File: config.mk
export PLATFORM = sky130hd
export DESIGN_NAME = gamepad_event_ctrl
export DESIGN_NICKNAME = d
export VERILOG_FILES = /design/src/rtl/gamepad_event_ctrl_pkg.sv /design/src/rtl/gamepad_event_fifo.sv /design/src/rtl/gamepad_event_ctrl.sv
export SDC_FILE = /design/constraint.sdc
export NUM_CORES = 1
export LEC_CHECK = 0
export CAP_MARGIN = 15
export CELL_PAD_IN_SITES_DETAIL_PLACEMENT = 0
export CELL_PAD_IN_SITES_GLOBAL_PLACEMENT = 2
export CORE_ASPECT_RATIO = 1.5
export CORE_MARGIN = 4
export CORE_UTILIZATION = 39
export CTS_CLUSTER_SIZE = 20
export DETAILED_ROUTE_END_ITERATION = 10
export GPL_ROUTABILITY_DRIVEN = 0
export PLACE_DENSITY = 0.83
export SETUP_SLACK_MARGIN = 0.1
export SLEW_MARGIN = 20
export SYNTH_ARGS = -nofsm -noshare
export SYNTH_HDL_FRONTEND = slang
export SYNTH_SLANG_ARGS = --single-unit
File: constraint.sdc
create_clock -name clk -period 8 [get_ports clk]
set_input_delay 0.8 -clock clk [delete_from_list [all_inputs] [get_ports clk]]
set_output_delay 0.8 -clock clk [all_outputs]
set_load 0.01 [all_outputs]
File: src/rtl/gamepad_event_ctrl_pkg.sv
// Shared definitions for the gamepad event controller: register map, STATUS
// bit positions, scan FSM encoding and the event byte layout.
package gamepad_event_ctrl_pkg;

  localparam int unsigned PAD_W  = 24;
  localparam int unsigned HALF_W = 12;
  localparam int unsigned ADDR_W = 6;
  localparam int unsigned DATA_W = 32;
  localparam int unsigned EVT_W  = 8;
  localparam int unsigned IDX_W  = 5;

  localparam logic [ADDR_W-1:0] ADDR_CTRL   = 6'h00;
  localparam logic [ADDR_W-1:0] ADDR_MASK   = 6'h04;
  localparam logic [ADDR_W-1:0] ADDR_EVENT  = 6'h08;
  localparam logic [ADDR_W-1:0] ADDR_STATUS = 6'h0C;
  localparam logic [ADDR_W-1:0] ADDR_STATE  = 6'h10;

  localparam int unsigned CTRL_ENABLE_BIT = 0;
  localparam int unsigned CTRL_IRQ_EN_BIT = 1;

  localparam int unsigned STAT_OVF_BIT   = 4;
  localparam int unsigned STAT_EMPTY_BIT = 5;
  localparam int unsigned STAT_SCAN_BIT  = 6;
  localparam int unsigned STAT_FLUSH_BIT = 7;

  localparam logic [1:0] ACC_NONE = 2'b11;
  localparam logic [1:0] ACC_B8   = 2'b00;
  localparam logic [1:0] ACC_H16  = 2'b01;

  typedef enum logic [0:0] {
    ST_IDLE = 1'b0,
    ST_SCAN = 1'b1
  } scan_state_e;

  typedef struct packed {
    logic       press;
    logic       ctrl;
    logic [1:0] rsvd;
    logic [3:0] idx;
  } event_t;

  // Byte-lane mask for an 8/16/32-bit write.
  function automatic logic [DATA_W-1:0] write_mask(input logic [1:0] size);
    case (size)
      ACC_B8:  write_mask = 32'h0000_00ff;
      ACC_H16: write_mask = 32'h0000_ffff;
      default: write_mask = 32'hffff_ffff;
    endcase
  endfunction

  // Build the event byte for a transition on global bit position pos (0-23).
  function automatic event_t make_event(input logic press, input logic [IDX_W-1:0] pos);
    make_event.press = press;
    make_event.ctrl  = (pos >= 5'd12);
    make_event.rsvd  = 2'b00;
    make_event.idx   = (pos >= 5'd12) ? 4'(pos - 5'd12) : 4'(pos);
  endfunction

endpackage

File: src/rtl/gamepad_event_fifo.sv
// Event FIFO: power-of-two depth, flush has priority over push/pop, a push on
// a full FIFO succeeds when a pop happens in the same cycle.
// Ports: clk, rst_n (sync, active-low), push/din, pop, flush, full, empty,
// count (0..DEPTH), head (oldest entry).
module gamepad_event_fifo #(
  parameter int unsigned DEPTH = 8,
  parameter int unsigned WIDTH = 8
) (
  input  logic                     clk,
  input  logic                     rst_n,
  input  logic                     push,
  input  logic [WIDTH-1:0]         din,
  input  logic                     pop,
  input  logic                     flush,
  output logic                     full,
  output logic                     empty,
  output logic [$clog2(DEPTH):0]   count,
  output logic [WIDTH-1:0]         head
);

  localparam int unsigned AW = $clog2(DEPTH);
  localparam int unsigned CW = AW + 1;

  logic [WIDTH-1:0] mem [DEPTH];
  logic [AW-1:0]    rd_ptr;
  logic [AW-1:0]    wr_ptr;
  logic [CW-1:0]    cnt;
  logic             do_pop;
  logic             do_push;

  assign empty   = (cnt == '0);
  assign full    = (cnt == CW'(DEPTH));
  assign count   = cnt;
  assign head    = mem[rd_ptr];
  assign do_pop  = pop & ~empty;
  assign do_push = push & (~full | do_pop);

  // Pointer and occupancy tracking; pointers wrap naturally at DEPTH.
  always_ff @(posedge clk) begin
    if (!rst_n || flush) begin
      rd_ptr <= '0;
      wr_ptr <= '0;
      cnt    <= '0;
    end else begin
      if (do_push) wr_ptr <= wr_ptr + AW'(1);
      if (do_pop)  rd_ptr <= rd_ptr + AW'(1);
      cnt <= cnt + CW'(do_push) - CW'(do_pop);
    end
  end

  // Storage needs no reset: occupancy gates every observable entry.
  always_ff @(posedge clk) begin
    if (do_push && !flush) mem[wr_ptr] <= din;
  end

endmodule

File: src/rtl/gamepad_event_ctrl.sv
// Gamepad event controller: compares each new pad frame against the last
// known state bit by bit and queues press/release events in a FIFO.
// Ports: clk, rst_n (sync, active-low), pad_state/pad_valid (frame input),
// address/data_in/data_write_n/data_read_n (register bus), data_out (read
// data), data_ready (always 1), user_interrupt (level).
module gamepad_event_ctrl
  import gamepad_event_ctrl_pkg::*;
#(
  parameter int unsigned FIFO_DEPTH = 8
) (
  input  logic                clk,
  input  logic                rst_n,
  input  logic [PAD_W-1:0]    pad_state,
  input  logic                pad_valid,
  input  logic [ADDR_W-1:0]   address,
  input  logic [DATA_W-1:0]   data_in,
  input  logic [1:0]          data_write_n,
  input  logic [1:0]          data_read_n,
  output logic [DATA_W-1:0]   data_out,
  output logic                data_ready,
  output logic                user_interrupt
);

  localparam int unsigned CNT_W = $clog2(FIFO_DEPTH) + 1;

  scan_state_e        state;
  scan_state_e        state_nxt;
  logic               enable;
  logic               irq_en;
  logic [PAD_W-1:0]   mask;
  logic [PAD_W-1:0]   prev_state;
  logic [PAD_W-1:0]   scan_frame;
  logic [PAD_W-1:0]   pend_frame;
  logic               pend_valid;
  logic               armed;
  logic               overflow;
  logic [IDX_W-1:0]   bit_idx;

  logic               scan_active;
  logic               scan_last;
  logic               frame_start;
  logic               load_baseline;

  logic               wr_en;
  logic               rd_en;
  logic [DATA_W-1:0]  wmask;
  logic               wr_ctrl;
  logic               wr_mask;
  logic               wr_status;

  logic               cur_bit;
  logic [HALF_W-1:0]  cur_half;
  logic               present;
  logic               evt_push;
  event_t             evt;

  logic               fifo_pop;
  logic               fifo_flush;
  logic               fifo_full;
  logic               fifo_empty;
  logic [CNT_W-1:0]   fifo_count;
  logic [EVT_W-1:0]   fifo_head;
  logic               unused_ok;

  assign wr_en     = (data_write_n != ACC_NONE);
  assign rd_en     = (data_read_n != ACC_NONE);
  assign wmask     = write_mask(data_write_n);
  assign wr_ctrl   = wr_en && (address == ADDR_CTRL);
  assign wr_mask   = wr_en && (address == ADDR_MASK);
  assign wr_status = wr_en && (address == ADDR_STATUS);

  assign fifo_pop   = rd_en && (address == ADDR_EVENT);
  assign fifo_flush = wr_status && data_in[STAT_FLUSH_BIT];

  // Bit under evaluation and presence of its controller in the scanned frame.
  assign cur_bit  = scan_frame[bit_idx];
  assign cur_half = (bit_idx >= 5'd12) ? scan_frame[23:12] : scan_frame[11:0];
  assign present  = (cur_half != 12'hfff);
  assign evt_push = scan_active && (cur_bit != prev_state[bit_idx]) && mask[bit_idx] && present;
  assign evt      = make_event(cur_bit, bit_idx);

  assign data_ready     = 1'b1;
  assign user_interrupt = irq_en & (~fifo_empty | overflow);
  assign unused_ok      = ^{data_in[31:24], wmask[31:24]};

  // Scan state register.
  always_ff @(posedge clk) begin
    if (!rst_n) state <= ST_IDLE;
    else        state <= state_nxt;
  end

  // Next-state and scan control decode.
  always_comb begin
    state_nxt     = state;
    scan_active   = 1'b0;
    scan_last     = 1'b0;
    frame_start   = 1'b0;
    load_baseline = 1'b0;
    case (state)
      ST_IDLE: begin
        if (enable && pad_valid) begin
          if (armed) begin
            load_baseline = 1'b1;
          end else begin
            frame_start = 1'b1;
            state_nxt   = ST_SCAN;
          end
        end
      end
      ST_SCAN: begin
        if (!enable) begin
          state_nxt = ST_IDLE;
        end else begin
          scan_active = 1'b1;
          if (bit_idx == 5'd23) begin
            scan_last = 1'b1;
            if (!pad_valid && !pend_valid) state_nxt = ST_IDLE;
          end
        end
      end
      default: state_nxt = ST_IDLE;
    endcase
  end

  // Control registers, frame tracking and sticky overflow.
  always_ff @(posedge clk) begin
    if (!rst_n) begin
      enable     <= 1'b0;
      irq_en     <= 1'b0;
      mask       <= 24'hffffff;
      prev_state <= 24'hffffff;
      scan_frame <= '0;
      pend_frame <= '0;
      pend_valid <= 1'b0;
      armed      <= 1'b1;
      overflow   <= 1'b0;
      bit_idx    <= '0;
    end else begin
      if (wr_ctrl) begin
        enable <= data_in[CTRL_ENABLE_BIT];
        irq_en <= data_in[CTRL_IRQ_EN_BIT];
      end
      if (wr_mask) mask <= (mask & ~wmask[PAD_W-1:0]) | (data_in[PAD_W-1:0] & wmask[PAD_W-1:0]);

      // While disabled the next accepted frame becomes the new baseline.
      if (!enable) begin
        armed      <= 1'b1;
        pend_valid <= 1'b0;
      end
      if (load_baseline) begin
        prev_state <= pad_state;
        armed      <= 1'b0;
      end

      if (frame_start) begin
        scan_frame <= pad_state;
        bit_idx    <= '0;
      end else if (scan_active) begin
        prev_state[bit_idx] <= cur_bit;
        if (scan_last) begin
          bit_idx    <= '0;
          pend_valid <= 1'b0;
          if (pad_valid)       scan_frame <= pad_state;
          else if (pend_valid) scan_frame <= pend_frame;
        end else begin
          bit_idx <= bit_idx + IDX_W'(1);
          if (pad_valid) begin
            pend_frame <= pad_state;
            pend_valid <= 1'b1;
          end
        end
      end

      if (wr_status && data_in[STAT_OVF_BIT]) overflow <= 1'b0;
      if (evt_push && fifo_full && !fifo_pop && !fifo_flush) overflow <= 1'b1;
    end
  end

  // Register read mux; an empty EVENT read returns zero.
  always_comb begin
    data_out = '0;
    case (address)
      ADDR_CTRL:   data_out = {30'h0, irq_en, enable};
      ADDR_MASK:   data_out = {8'h0, mask};
      ADDR_EVENT:  data_out = fifo_empty ? 32'h0 : {23'h0, 1'b1, fifo_head};
      ADDR_STATUS: data_out = {25'h0, (state == ST_SCAN), fifo_empty, overflow, 4'(fifo_count)};
      ADDR_STATE:  data_out = {8'h0, prev_state};
      default:     data_out = '0;
    endcase
  end

  gamepad_event_fifo #(
    .DEPTH (FIFO_DEPTH),
    .WIDTH (EVT_W)
  ) u_fifo (
    .clk   (clk),
    .rst_n (rst_n),
    .push  (evt_push),
    .din   (evt),
    .pop   (fifo_pop),
    .flush (fifo_flush),
    .full  (fifo_full),
    .empty (fifo_empty),
    .count (fifo_count),
    .head  (fifo_head)
  );

endmodule
# --- After elaboration in Yosys (flattened, before gate mapping) ---
# Memory sizes are Yosys's and may differ from the RTL's. A register that Yosys moved wholly into a read port is not among the register bits.
# Cells that the tools add are included.
op_classes:
  n_bitwise: 15
  eq_ne: 12
  n_reduce_logical: 32
  muxes: 52
  n_addsub: 6
  magnitude_cmp: 3
ops:
  columns: ["op", "n"]
  rows:
  - ["$mux W24", 9]
  - ["$pmux W24 S5", 1]
  - ["$and A24 B24 Y24", 2]
  - ["$pmux W24 S2", 1]
  - ["$mux W1", 29]
  - ["$bwmux W24", 1]
  - ["$not A24 Y24", 1]
  - ["$or A24 B24 Y24", 1]
  - ["$logic_and A1 B1 Y1", 16]
  - ["$bmux W1 S5", 3]
  - ["$eq A6 B4 Y1 const B", 2]
  - ["$mux W12", 1]
  - ["$ne A12 B12 Y1 const B", 1]
  - ["$mux W9", 1]
  - ["$add A3 B1 Y3 const B", 2]
  - ["$eq A6 B3 Y1 const B", 1]
  - ["$eq A6 B5 Y1 const B", 1]
  - ["$logic_not A6 Y1", 1]
  - ["$lt A5 B6 Y1 const B", 1]
  - ["$mux W3", 2]
  - ["$not A1 Y1", 6]
  - ["$reduce_bool A2 Y1", 3]
  - ["$add A5 B1 Y5 const B", 1]
  - ["$demux W1 S5", 1]
  - ["other kinds (24)", 32]
word_totals:
  mem_count: 1
  ramBits: 48
  regBits: 117
mem_list:
  columns: ["memory", "words", "width", "read_ports", "rd_ports_with_merged_regs", "write_ports", "line", "rtl"]
  rows:
  - ["u_fifo.mem", 8, 6, 1, 1, 1, "gamepad_event_fifo.sv:24", "logic [WIDTH-1:0] mem [DEPTH];"]

# --- Longest topological paths before layout ---
# Gate-level depths: netlist (run 1).
depth:
  word_depth: 10
  depth_mapped: 16
  ltp_nobuf: 13

# --- Hierarchy ---
# From an unflattened synthesis (run 1), not the netlist that was laid out.
hier_totals:
  cells_unflattened: 808
  hier_area_um2: 9125.0
by_module_without_submodules:
  columns: ["module", "cells_per_inst", "instances", "seq_area_each_um2", "area_per_inst_um2"]
  rows:
  - ["gamepad_event_ctrl", 630, 1, 2142.1, 5929.4]
  - ["gamepad_event_fifo", 178, 1, 2182.1, 3195.6]

# --- Least setup slack after synthesis (run 1) ---
# Ideal clock, no wire load.
synth_timing:
  kind: "register -> register"
  from: "register bit_idx[1]"
  to: "memory u_fifo.mem[3][0] in the netlist's numbering (enable)"
  path_slack_ps: 4685
  path_buffers: 2
  path_stages_with_launch: 11
  setup_ps: 378
  required_ps: 7622
  arrival_ps: 2937
  path_cell_list: "dfxtp_1 > buf_4 > buf_4 > inv_1 > ha_1 > a221oi_1 > o41ai_1 > nor4_1 > nand2_1 > nor3_1 > nor3b_1"
synth_via:
  elab_chain_len: 10
  elab_cells_between_ends: 17
  cone_classes: "order compare: 1; eq/ne: 2; mux: 9; bitwise: 1; reduce/logical: 4"
synth_lines:
  columns: ["element", "line", "rtl"]
  rows:
  - ["from (decl)", "gamepad_event_ctrl.sv:37", "logic [IDX_W-1:0] bit_idx;"]
  - ["from (signal assigned)", "gamepad_event_ctrl.sv:166", "bit_idx <= bit_idx + IDX_W'(1);"]
  - ["$bmux W1 S5 (on tied branches)", "gamepad_event_ctrl.sv:76, gamepad_event_ctrl.sv:79", null]
  - ["$mux W1 (on tied branches)", "gamepad_event_ctrl.sv:76, gamepad_event_ctrl.sv:79", null]
  - ["$ne A1 B1 Y1", "gamepad_event_ctrl.sv:79", "assign evt_push = scan_active && (cur_bit != prev_state[bit_idx]) && mask[bit_idx] && present;"]
  - ["$logic_and A1 B1 Y1 (2 in a row)", "gamepad_event_ctrl.sv:79", null]
  - ["$logic_and A1 B1 Y1 (*)", "gamepad_event_ctrl.sv:79", null]
  - ["$and A1 B1 Y1 (*)", "gamepad_event_fifo.sv:36", "assign do_push = push & (~full | do_pop);"]
  - ["$logic_and A1 B1 Y1 (*)", "gamepad_event_fifo.sv:53", "if (do_push && !flush) mem[wr_ptr] <= din;"]
  - ["$mux W1 (*)", "gamepad_event_fifo.sv:53", null]
  - ["$mux W1 (implied by the code) (*)", "gamepad_event_fifo.sv:53", null]
  - ["to (decl)", "gamepad_event_fifo.sv:24", null]
# Every way passes the cells marked *; elsewhere a longest branch is shown, timed or not. The select of a mux whose other input is x is not followed.

# --- Worst setup path after layout (run 1) ---
layout_timing:
  from: "register bit_idx[0]"
  to: "memory u_fifo.mem[3][5] in the netlist's numbering (enable)"
# Same word-level chain as after synthesis.

==> results of run 1 <==
## critical path, delay by kind of cell (launching register included)
kind                     cells  cell delay (ns)
buffers and inverters        2             0.67
adder cells (fa/ha/maj)      1             0.32
AO/OA/AOI/OAI                2             0.79
flip-flops                   1             0.31
AND/OR/NAND/NOR              4             2.03
## area by class of cell
cell class	count	area (µm²)	area share
timing repair buffer	91	886	0.0905
sequential	168	3840	0.393
inverter	15	56.3	0.00575
clock inverter	12	154	0.0157
tap	264	330	0.0337
clock buffer	20	468	0.0478
multi-input combinational	547	4050	0.414
## kinds of logic (layout without fill, tap and decap cells)
| group | Yosys count | after routing | share of synthesized area |
|---|---|---|---|
| AND/OR/NAND/NOR | 256 | 256 | 0.142 |
| flip-flops | 168 | 168 | 0.466 |
| AO/OA/AOI/OAI | 167 | 167 | 0.153 |
| multiplexers | 94 | 94 | 0.161 |
| buffers and inverters | 80 | 138 | 0.0463 |
| adder cells (fa/ha/maj) | 15 | 15 | 0.0237 |
| XOR/XNOR | 6 | 6 | 0.00637 |
| other | 2 | 9 | 0.000911 |
## worst max-delay path by stage
stage / slack (ns) / end / start / depth (start not counted)
after floorplan: 4.69 / u_fifo.mem[3][0] / bit_idx[1] / 10
after global placement: 3.59 / data_out[6] / address[5] / 6
after detailed placement: 3.47 / u_fifo.mem[3][2] / bit_idx[0] / 9
after CTS: 3.44 / u_fifo.mem[3][5] / bit_idx[0] / 9
after global routing: 3.01 / u_fifo.mem[3][0] / bit_idx[0] / 9
final: 3.49 / u_fifo.mem[3][5] / bit_idx[0] / 9
## metrics by stage
step	util	cell area, µm²	hold WS (ns)	power (W)
final	0.476	9790	0.463	0.00181
after global routing	0.476	9790	0.486	0.00187
after CTS	0.476	9790	0.467	0.00182
after detailed placement	0.445	9170	0.458	0.000969
after global placement	0.445	9170	0.451	0.000968
after floorplan	-	8270	0.443	0.000923
## synth_stat cells, drive strengths merged (3+ instances only)
library cell,count,area [µm²]
nor3b,6,45.0
a22o,15,131
nand2,154,578
mux4,29,653
clkbuf,41,154
a21boi,26,195
o22ai,3,18.8
and2,5,31.3
a22oi,7,52.6
and3b,5,43.8
edfxtp,48,1440
nor2,14,52.6
a21oi,10,50.1
o211a,24,240
dfxtp,120,2400
xor2,4,35.0
o311ai,20,175
ha,14,175
o21ai,35,175
nand3,30,150
mux2,21,236
buf,24,171
a222oi,6,60.1
o211ai,7,52.6
and3,9,56.3
mux2i,44,440
or3b,3,26.3
nor4,4,25.0
nor2b,4,25.0
nor3,6,30.0
nand4,7,43.8
inv,15,56.3
## power groups by stage
stage	Combinational (W)	Sequential, W	Clock, W
after CTS	0.0000779	0.000872	0.000874
after global placement	0.0000771	0.000891	0
after detailed placement	0.0000778	0.000891	0
after floorplan	0.0000329	0.000890	0
after global routing	0.0000829	0.000871	0.000915
final	0.0000772	0.000872	0.000859
## metal layers
layer / wire (µm) / global-route usage / vias to the layer above / share of wire
met1: 9290 / 0.228 / 3147 / 0.40
met4: 347 / 0.0520 / 0 / 0.015
met2: 12800 / 0.374 / 136 / 0.55
met3: 740 / 0.0402 / 23 / 0.032
li1: - / - / 3019 / -
met5: 0 / 0 / - / 0
==> results.md, run 1 <==
* Worst r2r src: bit_idx[0]
* N_diodes at 0
* Placed cells at 1085
* Max-slew violations at 0
* Switching Share at 0.221
* FILL cells at 1946
* Synth Instances at 788
* Share of cells above drive strength 1 at 0.109
* Minimum clock period at 4.51 ns
* Fin Setup TNS at 0 ns
* Die Height at 186 µm
* Combinational share of power at 0.043
* Total wire length at 23200 µm
* Via-to-Cell Ratio at 5.66
* Seq cells post-synth at 168
* Gr usage total at 0.198
* Critical Path RT at 8.04 ns
* Sequential power share at 0.482
* Ports at 103
* Initial antenna violation count at 0
* Resized cells post-CTS at 0
* Row cnt at 64
* Vias in the first global route at 6296
* Synth warnings at 0
* Worst Hold Class: reg -> reg
* CTS Sinks at 168
* Cts hold-fix bufs at 0
* Most used cells in the layout excluding fill and tap cells: nand2_1 (154), dfxtp_1 (120), clkdlybuf4s50_1 (83), edfxtp_1 (48), mux2i_1 (44)
* 1st-iter DRT viols at 526
* Layout area overhead at 18.7%
* CTS tree: yes
* H-tree depth at 4
* Clock Path Buffers at 2
* Post-Synthesis Cell Area at 8250 µm²
* Postcts setup bufs at 0
* Largest net degree at the start of global routing at 70
* CTS clk-pin slew, worst paths at 0.07 ns
* Kind of critical path: reg -> reg
* R2R setup slack at 3.49 ns
* Post-synth EDFFs at 48
* Sequential fraction of the synthesis area at 0.466
* Initial Util at 0.401
* Core footprint at 20600 µm²
* Final hold violation count at 0
* Vias post-DR at 6325
* Critical path capture point type: flip-flop
* Max Clk Rate at 222 MHz
* Drt pass-1 iters at 5
* Async SR Flop Fraction at 0
* Crit Path Max Fanout at 33
* Net Sw Power at 0.000399 W
* Max Cap Viol at 0
* Ys flop type: dfxtp_1
* Worst setup slack after layout at 3.49 ns
* Critical Path Start Type: flip-flop
* Final Skew at 0.0156 ns
* First-pass GRT wire length at 36100 µm
* Die width at 127 µm
* RSZ-0062 raised after global routing: no
* Most common cell after layout, fill and taps aside: nand2_1
* PwrDens at 185 nW/µm²
* Worst path max stage delay at 0.87 ns
* Port Buffers at 85
* Hold EP: pend_frame[15]
* NumNets Final at 924
* Worst slack, placed at 3.47 ns
* Final HPWL DP at 16700 µm
* Setup violators final at 0
* GRT Residual Overflow at 0
* Post-route ant nets at 0
* Die ar. at 23600 µm²
* Avg WL per Cell at 20.7 µm
* Cts bufs inserted at 17
* Critical path, cell by cell: buf_4 > inv_1 > ha_1 > a221oi_1 > o41ai_1 > nor4_1 > nand2_1 > nor3_1 > nor3b_1
* LEAKAGE at 3.74 nW
* Worst Hold Path Cells at 2
* Crit Reg-Reg Endpoint: u_fifo.mem[3][5]
* Final Non-Filler Cells at 1117
* Pint at 0.00141 W
* Period utilization at 0.564
* Min-delay src: pend_frame[15]
* Avg Cell Area, Syn at 10.5 µm²
* DRC at 0
* Slew @ Worst Pin at 1.11 ns
* Root Buffer: clkbuf_16
* Headroom to the max-slew limit at 0.259
* Worst EP arrival at 4.55 ns
* Reg2reg path depth at 9
* Clk_lat worst skew at 0.43 ns
* Synth cell types at 57
* Crit-path slowest cell: nor3b_1
* Peak supply drop at 0.136 mV
* Status: complete, no violations
* Clock share of power at 0.475
(Power assumes the default switching activity.)
==> inputs of run 2 (changes only) <==
CORE_UTILIZATION = 36   (was 39)
PLACE_DENSITY = 0.78   (was 0.83)
clock period = 4.3 ns   (was 8 ns; I/O delays follow)
==> results.md, run 2 (synthesized netlist as in run 1, its figures left out) <==
* Post-route ant nets at 0
* Die width at 132 µm
* Crit-path slowest cell: a221oi_1
* Max Cap Viol at 0
* Origin of the worst setup path: bit_idx[3]
* Worst EP arrival at 3.87 ns
* Worst setup slack after layout at 0.729 ns
* Period utilization at 0.830
* Final hold violation count at 0
* NumNets Final at 929
* H-tree depth at 4
* Placed inst area at 9220 µm²
* Switching Share at 0.225
* Port Buffers at 85
* Worst Hold Class: in -> reg
* Share of cells above drive strength 1 at 0.114
* Via-to-Cell Ratio at 5.57
* Ports at 103
* Min-delay src: rst_n
* Peak supply drop at 0.276 mV
* Layout area overhead at 18.9%
* Most used cells in the layout excluding fill and tap cells: nand2_1 (154), dfxtp_1 (120), clkdlybuf4s50_1 (83), edfxtp_1 (48), mux2i_1 (44)
* R2R setup slack at 0.73 ns
* PwrDens at 335 nW/µm²
* Core footprint at 22500 µm²
* Vias post-DR at 6316
* Pint at 0.00254 W
* Minimum clock period at 3.57 ns
* Slew @ Worst Pin at 1.04 ns
* Sequential power share at 0.494
* Clock Path Buffers at 2
* CTS clk-pin slew, worst paths at 0.06 ns
* Die Height at 193 µm
* Critical path's top delay family: simple AND/OR/NAND/NOR gates
* CTS Sinks at 168
* Number of stages on the worst setup path at 12
* Crit Reg-Reg Endpoint: u_fifo.count[3]
* Final instance area at 9800 µm²
* Largest net degree at the start of global routing at 83
* N_diodes at 0
* Reg2reg path depth at 12
* Net Sw Power at 0.000740 W
* Max Clk Rate at 280 MHz
* Worst r2r src: bit_idx[3]
* DRC at 0
* 1st-iter DRT viols at 370
* Bufs and invs on worst path at 1
* Crit path to: u_fifo.count[3]
* Root Buffer: clkbuf_16
* LEAKAGE at 3.74 nW
* Clk_lat worst skew at 0.43 ns
* Gr usage total at 0.185
* Drt pass-1 iters at 5
* Worst path max stage delay at 0.56 ns
* Cts hold-fix bufs at 0
* Clock share of power at 0.462
* Vias in the first global route at 6524
* Avg WL per Cell at 20.6 µm
* First-pass GRT wire length at 37100 µm
* Resized cells post-CTS at 0
* Final HPWL DP at 17300 µm
* Placed cells at 1102
* Max-slew violations at 0
* Combinational share of power at 0.044
* Initial antenna violation count at 0
* Final Non-Filler Cells at 1134
* Critical Path Start Type: flip-flop
* Final hold slack at 0.423 ns
* Fin Setup TNS at 0 ns
* Die ar. at 25400 µm²
* RSZ-0062 raised after global routing: no
* Postcts setup bufs at 0
* FILL cells at 2193
* Headroom to the max-slew limit at 0.308
* Critical Path RT at 4.60 ns
* GRT Residual Overflow at 0
* Critical path, cell by cell: ha_1 > a221oi_1 > inv_1 > nor4_1 > nor4_1 > nand3_1 > nor2_1 > ha_1 > a21o_1 > a21oi_1 > xnor2_1 > nor2_1
* Kind of critical path: reg -> reg
* Row cnt at 67
* CTS tree: yes
* Initial Util at 0.367
* Most common cell after layout, fill and taps aside: nand2_1
* Critical path capture point type: flip-flop
* Final Skew at 0.00950 ns
* Cts bufs inserted at 17
* Total wire length at 23400 µm
* Crit Path Max Fanout at 16
* Status: complete, no violations
* Worst slack, placed at 0.552 ns
* Setup violators final at 0
[run 2: cell count changes in the layout (fill, tap and decap cells not counted), moves of 2 or more]
cell        previous run  this run
inv_8                  1         3
clkinv_4               3         0
clkinvlp_4             0         4
buf_4                  6        11
[run 2: routing by layer]
layer  up-vias  part of all wire  track usage
met5         -                 0            0
met4         0             0.020       0.0584
met3        24             0.029       0.0291
met2       114              0.55        0.346
met1      3142              0.40        0.216
li1       3036                 -            -
[run 2: stage by stage]
stage	utilization	power, W
floorplan	-	0.00172
global placement	0.410	0.00180
detailed placement	0.410	0.00180
CTS	0.436	0.00332
global route	0.436	0.00339
finish	0.436	0.00328
[run 2: how the worst min path moves through the flow]
stage,end,slack [ns],cells past startpoint
after floorplan,pend_frame[0],0.44,2
after global placement,pend_frame[23],0.45,2
after detailed placement,pend_frame[4],0.46,2
after CTS,prev_state[18],0.42,2
after global routing,prev_state[17],0.44,2
final,prev_state[18],0.42,2
[run 2: final cells by class]
cell class / instances / area, µm² / share of cell area
tap: 276 / 345 / 0.0352
inverter: 15 / 56.3 / 0.00574
clock inverter: 13 / 130 / 0.0133
clock buffer: 19 / 454 / 0.0463
timing repair buffer: 96 / 923 / 0.0942
multi-input combinational: 547 / 4050 / 0.413
sequential: 168 / 3840 / 0.392
[run 2: power by group through the flow]
| stage | sequential (W) | clock [W] | combinational (W) |
|---|---|---|---|
| 2_1_floorplan | 0.00166 | 0 | 0.0000611 |
| 3_5_place_dp | 0.00166 | 0 | 0.000146 |
| 4_1_cts | 0.00162 | 0.00155 | 0.000147 |
| 3_3_place_gp | 0.00166 | 0 | 0.000145 |
| 6_report | 0.00162 | 0.00152 | 0.000145 |
| 5_1_grt | 0.00162 | 0.00161 | 0.000156 |
==> inputs of run 3 (changes only) <==
CORE_UTILIZATION = 33   (was 36)
PLACE_DENSITY = 0.75   (was 0.78)
clock period = 2.9 ns   (was 4.3 ns; I/O delays follow)
==> results.md, run 3 (synthesized netlist as in run 1, its figures left out) <==
* Critical Path Start Type: primary input
* Total wire length at 25000 µm
* Setup violators final at 0
* Share of cells above drive strength 1 at 0.219
* Status: complete, no violations
* Vias in the first global route at 6845
* Cts bufs inserted at 17
* Post-route ant nets at 0
* Worst r2r src: bit_idx[0]
* Root Buffer: clkbuf_16
* Minimum clock period at 2.76 ns
* Worst slack, placed at -0.0676 ns
* Gr usage total at 0.187
* RSZ-0062 raised after global routing: yes
* Headroom to the max-slew limit at 0.270
* NumNets Final at 1005
* Max-slew violations at 0
* First-pass GRT wire length at 39100 µm
* Ports at 103
* Min-delay src: pad_valid
* Final Skew at 0.0129 ns
* CTS Sinks at 168
* Critical path capture point type: output port
* Worst Hold Path Cells at 3
* Hold EP: state
* Peak supply drop at 0.381 mV
* Core footprint at 24500 µm²
* Slew @ Worst Pin at 1.08 ns
* CTS clk-pin slew, worst paths at 0.07 ns
* Reg2reg path depth at 10
* N_diodes at 0
* Die ar. at 27600 µm²
* Clk_lat worst skew at 0.44 ns
* Crit Path Max Fanout at 7
* H-tree depth at 4
* Vias post-DR at 6572
* Initial antenna violation count at 0
* Row cnt at 70
* Most common cell after layout, fill and taps aside: nand2_1
* Max Cap Viol at 0
* Critical Path RT at 2.61 ns
* Via-to-Cell Ratio at 5.22
* R2R setup slack at 0.18 ns
* Crit Reg-Reg Endpoint: u_fifo.count[1]
* Drt pass-1 iters at 4
* GRT Residual Overflow at 0
* Final HPWL DP at 18900 µm
* Most used cells in the layout excluding fill and tap cells: nand2_1 (154), dfxtp_1 (118), buf_4 (76), clkdlybuf4s50_1 (63), edfxtp_1 (48)
* Worst setup slack after layout at 0.141 ns
* Final hold violation count at 0
* Port Buffers at 85
* Worst EP arrival at 2.47 ns
* 1st-iter DRT viols at 371
* LEAKAGE at 4.51 nW
* Layout area overhead at 31.2%
* Period utilization at 0.951
* DRC at 0
* Initial Util at 0.336
* Kind of critical path: in -> out
* Die Height at 202 µm
* PwrDens at 462 nW/µm²
* Clock Path Buffers at 2
* Die width at 137 µm
* Total power at 0.00500 W
* CTS tree: yes
* Max Clk Rate at 362 MHz
* Largest net degree at the start of global routing at 49
* Worst Hold Class: in -> reg
* Avg WL per Cell at 19.9 µm
run 3: timing repair:
action	CTS	global route
gates resized for setup	12	39
setup buffers	4	5
pin swaps	1	12
setup endpoints to repair	66	73
hold buffers	0	0
gates cloned	1	0
run 3: how the worst max path moves through the flow:
stage | startpoint | endpoint | slack, ns
5_1_grt | bit_idx[0] | u_fifo.count[2] | 0.04
6_report | address[3] | data_out[10] | 0.14
3_5_place_dp | bit_idx[0] | u_fifo.mem[2][0] | -0.07
2_1_floorplan | bit_idx[0] | u_fifo.count[1] | 0.08
3_3_place_gp | bit_idx[0] | u_fifo.count[3] | -0.04
4_1_cts | address[3] | data_out[22] | 0.03
run 3: where the power goes:
part | internal [W] | switching, W
combinational | 0.000124 | 0.000108
sequential | 0.00240 | 0.00000352
clock | 0.00125 | 0.00111
run 3: final cells by class:
cell class | instances | area, µm²
fillers | 2414 | 13700
flip-flops and latches | 168 | 3850
multi-input cells | 547 | 4250
inverters | 15 | 58.8
repair buffers | 172 | 1640
well taps | 324 | 405
clock inverters | 15 | 191
clock buffers | 17 | 425
run 3: critical path: stages:
cell             delay (ns)
clkdlybuf4s50_1        0.43
or4_4                  0.57
nor3b_4                0.28
buf_12                 0.16
a22o_1                 0.18
clkdlybuf4s50_1        0.55
run 3: layer usage:
metal,track usage,wire [µm]
met1,0.217,9790
met4,0.0806,876
met2,0.333,13500
met3,0.0315,886
met5,0,0
run 3: through the flow:
stage               setup TNS (ns)   util  std cells  hold slack, ns  cell area, µm²
finish                           0  0.441       1258           0.239           10800
global placement            -0.485  0.403       1216           0.448            9880
global route                     0  0.441       1258           0.229           10800
CTS                              0  0.433       1253           0.220           10600
detailed placement           -1.37  0.403       1216           0.456            9880
floorplan                        0      -        795           0.414            8330
